<file path="src/rtl/four_bit_full_adder_non_ripple_pkg.sv">
// Shared constants for the 4-bit carry-lookahead adder slice.
package four_bit_full_adder_non_ripple_pkg;

  localparam int unsigned ADD_W = 4;

endpackage

</file>
<file path="src/rtl/cla_pg_unit.sv">
// Propagate/generate and flattened lookahead carries for one 4-bit slice.
module cla_pg_unit
  import four_bit_full_adder_non_ripple_pkg::*;
(
  input  logic [ADD_W-1:0] a_i,
  input  logic [ADD_W-1:0] b_i,
  input  logic             cin_i,
  output logic [ADD_W-1:0] p_o,
  output logic [ADD_W-1:0] carry_o,   // {c4, c3, c2, c1}
  output logic             group_p_o,
  output logic             group_g_o
);

  logic [ADD_W-1:0] g;
  logic [ADD_W-1:0] p;

  assign g = a_i & b_i;
  assign p = a_i ^ b_i;

  // Every carry is a two-level sum of products over p/g/cin; none feeds another.
  assign group_g_o = g[3] | (p[3] & g[2]) | (p[3] & p[2] & g[1]) | (p[3] & p[2] & p[1] & g[0]);
  assign group_p_o = p[3] & p[2] & p[1] & p[0];

  assign carry_o[0] = g[0] | (p[0] & cin_i);
  assign carry_o[1] = g[1] | (p[1] & g[0]) | (p[1] & p[0] & cin_i);
  assign carry_o[2] = g[2] | (p[2] & g[1]) | (p[2] & p[1] & g[0]) | (p[2] & p[1] & p[0] & cin_i);
  assign carry_o[3] = g[3] | (p[3] & g[2]) | (p[3] & p[2] & g[1]) | (p[3] & p[2] & p[1] & g[0])
                    | (p[3] & p[2] & p[1] & p[0] & cin_i);

  assign p_o = p;

endmodule

</file>
<file path="src/rtl/four_bit_full_adder_non_ripple.sv">
// 4-bit lookahead adder slice with group P/G export and a registered result copy.
module four_bit_full_adder_non_ripple
  import four_bit_full_adder_non_ripple_pkg::*;
(
  input  logic             clk,
  input  logic             rst,
  input  logic [ADD_W-1:0] a,
  input  logic [ADD_W-1:0] b,
  input  logic             cin,
  output logic [ADD_W-1:0] sum,
  output logic             cout,
  output logic             group_p,
  output logic             group_g,
  output logic [ADD_W-1:0] sum_q,
  output logic             cout_q
);

  logic [ADD_W-1:0] p;
  logic [ADD_W-1:0] carry;
  logic [ADD_W-1:0] sum_d;
  logic             cout_d;

  cla_pg_unit u_cla_pg_unit (
    .a_i       (a),
    .b_i       (b),
    .cin_i     (cin),
    .p_o       (p),
    .carry_o   (carry),
    .group_p_o (group_p),
    .group_g_o (group_g)
  );

  always_comb begin
    sum_d  = p ^ {carry[2:0], cin};
    cout_d = carry[3];
  end

  assign sum  = sum_d;
  assign cout = cout_d;

  always_ff @(posedge clk or posedge rst) begin
    if (rst) begin
      sum_q  <= '0;
      cout_q <= 1'b0;
    end else begin
      sum_q  <= sum_d;
      cout_q <= cout_d;
    end
  end

endmodule

</file>
<file path="config.mk">
export PLATFORM = sky130hd
export DESIGN_NAME = four_bit_full_adder_non_ripple
export DESIGN_NICKNAME = d
export VERILOG_FILES = /design/src/rtl/four_bit_full_adder_non_ripple_pkg.sv /design/src/rtl/cla_pg_unit.sv /design/src/rtl/four_bit_full_adder_non_ripple.sv
export SDC_FILE = /design/constraint.sdc
export NUM_CORES = 1
export LEC_CHECK = 0
export ABC_AREA = 0
export BUFFER_PORTS_ARGS = -buffer_cell sky130_fd_sc_hd__clkbuf_2
export CORE_AREA = 2 2 39 41
export CTS_BUF_LIST = sky130_fd_sc_hd__clkbuf_8
export DETAILED_ROUTE_END_ITERATION = 10
export DIE_AREA = 0 0 41 43
export GPL_TIMING_DRIVEN = 0
export PLACE_DENSITY = 0.62
export RECOVER_POWER = 50
export SYNTH_ARGS = -nofsm -noshare
export SYNTH_HDL_FRONTEND = slang
export SYNTH_SLANG_ARGS = --single-unit
</file>
<file path="constraint.sdc">
create_clock -name clk -period 3.99 [get_ports clk]
set_input_delay 0.798 -clock clk [delete_from_list [all_inputs] [get_ports clk]]
set_output_delay 0.798 -clock clk [all_outputs]
set_load 0.1 [all_outputs]
</file>
# Word level (Yosys, flattened, before mapping)

Index checks and enable logic that the tools add are counted.

Flip-flop bits (word level): 5
Output and inout port bits: 12
Word-level logic and storage cells: 31

Bitwise logic cells: 29

Operators with widths:

| cell              | number |
|---|---|
| 1-bit bitwise AND | 16 |
| 1-bit bitwise OR  | 10 |
| 4-bit XOR         | 2 |
| 4-bit bitwise AND | 1 |

# Logic depth before layout (Yosys ltp)

Depth in word-level cells: 6
Gate-level depth with buffers: 4
Mapped depth without buffers: 4

# Hierarchy

Synthesis repeated with hierarchy kept, for this count alone.

Cell total of the unflattened synthesis: 28
Area, all modules: 289.0 um^2

By module, submodules not included:

| module                         | instances | cells each | area an instance (um^2) | sequential area each (um^2) |
|---|---|---|---|---|
| four_bit_full_adder_non_ripple | 1         | 10         | 163.9                   | 125.1 |
| cla_pg_unit                    | 1         | 18         | 125.1                   | 0.0 |

# Worst setup path after synthesis

Ideal clock, no wire load.

Path kind: input -> output
Start point: input a[1]
End point: output sum[3]
Arrival: 2,892 ps
Required time: 3,192 ps
Setup slack: 300 ps
Stages on the path: 4
Cell sequence: ha_1 a41oi_2 o21ai_2 xor2_1

Word-level cells in the longest chain between the ends: 6

RTL lines:

| element                                                            | line                                 | RTL |
|---|---|---|
| start, declared                                                    | four_bit_full_adder_non_ripple.sv:7  | `input logic [ADD_W-1:0] a,` |
| 4-bit bitwise AND or 4-bit XOR (tied branches)                     | cla_pg_unit.sv:17, cla_pg_unit.sv:18 |  |
| 1-bit bitwise AND                                                  | cla_pg_unit.sv:26                    | `assign carry_o[2] = g[2] \| (p[2] & g[1]) \| (p[2] & p[1] & g[0]) \| (p[2] & p[1] & p[0] & cin_i);` |
| 1-bit bitwise OR or 1-bit bitwise AND (tied branches) (2 in a row) | cla_pg_unit.sv:26                    |  |
| 1-bit bitwise OR *                                                 | cla_pg_unit.sv:26                    |  |
| 4-bit XOR *                                                        | four_bit_full_adder_non_ripple.sv:34 | `sum_d = p ^ {carry[2:0], cin};` |
| end, declared                                                      | four_bit_full_adder_non_ripple.sv:10 | `output logic [ADD_W-1:0] sum,` |

Every way passes the cells marked *; elsewhere a longest branch is shown, timed or not.

# Worst setup path in the final report

Same ends and word-level chain as after synthesis.

==> qor.yml <==
clock_network:
  post_cts_resized: 0
  cts_tree: "done"
  clk_path_buf_depth: 2
  cts_buffers: 3
  clk_pin_slew_ps: 30
  postCtsSetupRepairBufs: 0
  h-tree-depth: 1
  cts-root-buf: "clkbuf_8"
  cts.sinks: 5
  ctsHoldBuffers: 0
detailed_routing:
  drc: 0
  wire_per_inst_um: 8.73
  ant_nets: 0
  finalWirelength_um: 611
  first_pass_iters: 1
  viasPerCell: 3.94
  drt_iter0_markers: 0
  num_vias: 276
logic_synthesis:
  syn_area_sq_um: 323
  synth_simple_gate_area_share_pct: 3.10
  synth_compound_area_share_pct: 21.3
  synthAdderAreaFrac_pct: 21.7
  synth_top_family_by_area: "adder cells"
  synth_xor_area_share_pct: 8.14
  synth_top_area_share_pct: 38.8
  yosys_warnings: 0
  synth.area.mux_share_pct: 0
  syn_inst: 28
  syn_area_per_cell_sq_um: 11.5
  syn-num-nets: 44
  ys_ff_latch: 5
  synth_area_leader_cell: "dfrtp_1"
  ys_types: 13
  ys_seq_area_share_pct: 38.8
  synthTopCellsByArea: "dfrtp_1, ha_1, a21o_1"
final_layout:
  nFillCells: 140
  drive_gt1_share_pct: 46.3
  nets: 71
  antenna_cells: 0
  seq_area_sq_um: 125
  multiInputGateArea_sq_um: 164
  syn_to_final_growth_pct: 50.0
place:
  numPortBuffers: 22
  place.gp.congestion: 0.700
global_routing:
  grt_usage_pct: 8.03
  grt_overflow: 0
  grt_pass1_wl_um: 924
  grt_antenna_before_repair: 0
  grt_max_degree: 6
  grt_pass1_vias: 253
pwr:
  pwr-share-comb_pct: 57.2
  seqPwrFrac_pct: 17.6
  p_sw_mw: 0.197
  powerDensity_nw_per_um2: 722
  swShare_pct: 56.3
  p_int_mw: 0.153
  pwr-share-clk_pct: 25.2
  total_power_mw: 0.350
  p_leak_nw: 0.286
  ir_drop_mv: 0.138
sta:
  setup_viol: 0
  finalCritPeriodShare_pct: 78.0
  slew_violations: 0
  slew_headroom_pct: 23.0
  rsz0062_at_grt: "no"
  setup_tns_ps: 0
  worst_slew_pin_slew_ps: 1160
  timing.fmax_mhz: 321
  hold_violations: 0
  period_minus_slack_ps: 3110
critical_path:
  worstSetupPathType: "input pin to primary output"
  worst_ep_arrival_time_ps: 2320
  start_kind: "input pin"
  cp-end-kind: "primary output"
  crit_required_ps: 3190
  cp_max_fo: 5
floorplanning:
  row_count: 14
  chipWidth_um: 41
  die_area_sq_um: 1760
  die_y_um: 43
  ios: 23
  initial_core_util_pct: 23.3
  coreArea_sq_um: 1380
hold_path:
  hold_path.class: "input pin to asynchronous set/reset pin"
run_status:
  status: "completed"
job:
  drv_cap: 0
cell usage after synthesis:
library cell  count
a21oi_2           1
ha_1              4
dfrtp_1           5
o21ai_2           1
fa_1              1
a21o_1            3
and4_2            1
inv_1             6
a21oi_1           1
xnor2_1           2
o21bai_1          1
a41oi_2           1
xor2_1            1
worst max-delay path, stage by stage:
cell and delay, ps:
clkbuf_2 80, ha_1 360, a41oi_1 230, o21ai_0 170, xor2_1 190, clkbuf_2 480
registers in the layout, indices dropped and copies added (netlist names):
signal and cells:
sum_q 4, cout_q 1
power groups by stage:
| stage | Sequential [mW] | Clock [mW] | Combinational [mW] |
|---|---|---|---|
| floorplan | 0.130 | 0 | 0.107 |
| global placement | 0.0622 | 0 | 0.203 |
| detailed placement | 0.0622 | 0 | 0.204 |
| CTS | 0.0616 | 0.0900 | 0.204 |
| global route | 0.0631 | 0.0967 | 0.209 |
| finish | 0.0616 | 0.0881 | 0.200 |
through the flow:
stage               util [%]  setup slack [ps]  std cells  hold slack [ps]  cell area, sq um
detailed placement      32.7               969         66              684               453
floorplan                  -               300         28              577               323
finish                  35.0               876         70              453               484
global placement        32.7               965         66              675               453
global route            35.0               798         70              461               484
CTS                     36.0               969         70              457               498
kinds of logic after synthesis:
logic type | after synthesis
buf+inv | 6
compound gates | 8
simple gates | 1
fa+ha+maj | 5
xor+xnor | 3
flops | 5
placed cells by master (no fill, tap or decap):
cell type  synthesis  final
a21o_1             3      3
a21oi_2            1      1
xor2_1             1      1
inv_1              6      7
o21bai_1           1      1
ha_1               4      4
clkbuf_1           0      2
a41oi_1            0      1
fa_1               1      1
clkbuf_8           0      3
xnor2_1            2      2
a21oi_1            1      1
clkbuf_2           0     20
o21ai_0            0      1
dfrtp_1            5      5
and4_2             1      1
worst paths after layout:
path                       from                  to  slack [ps]  cells past startpoint
worst min-delay path        rst  sum_q[1]$_DFF_PP0_         450                      2
worst max-delay path       a[1]              sum[3]         880                      6
max in group asynchronous   rst    cout_q$_DFF_PP0_        3370                      2
min in group clk           b[3]  sum_q[3]$_DFF_PP0_         980                      3
layout make-up:
type,count,area share [%]
sequential,5,25.8
timing repair buffer,22,22.2
tap,16,4.13
clock inverter,1,0.775
multi-input combinational,17,33.9
inverter,6,4.65
clock buffer,3,8.53
metal layers:
layer	up-vias	share of wire, %	GRT usage (%)
li1	146	-	-
met1	114	41	8.04
met2	16	46	11.6
met3	0	13	3.14
met4	0	0	8.00
met5	-	0	0
(Power assumes the default switching activity.)
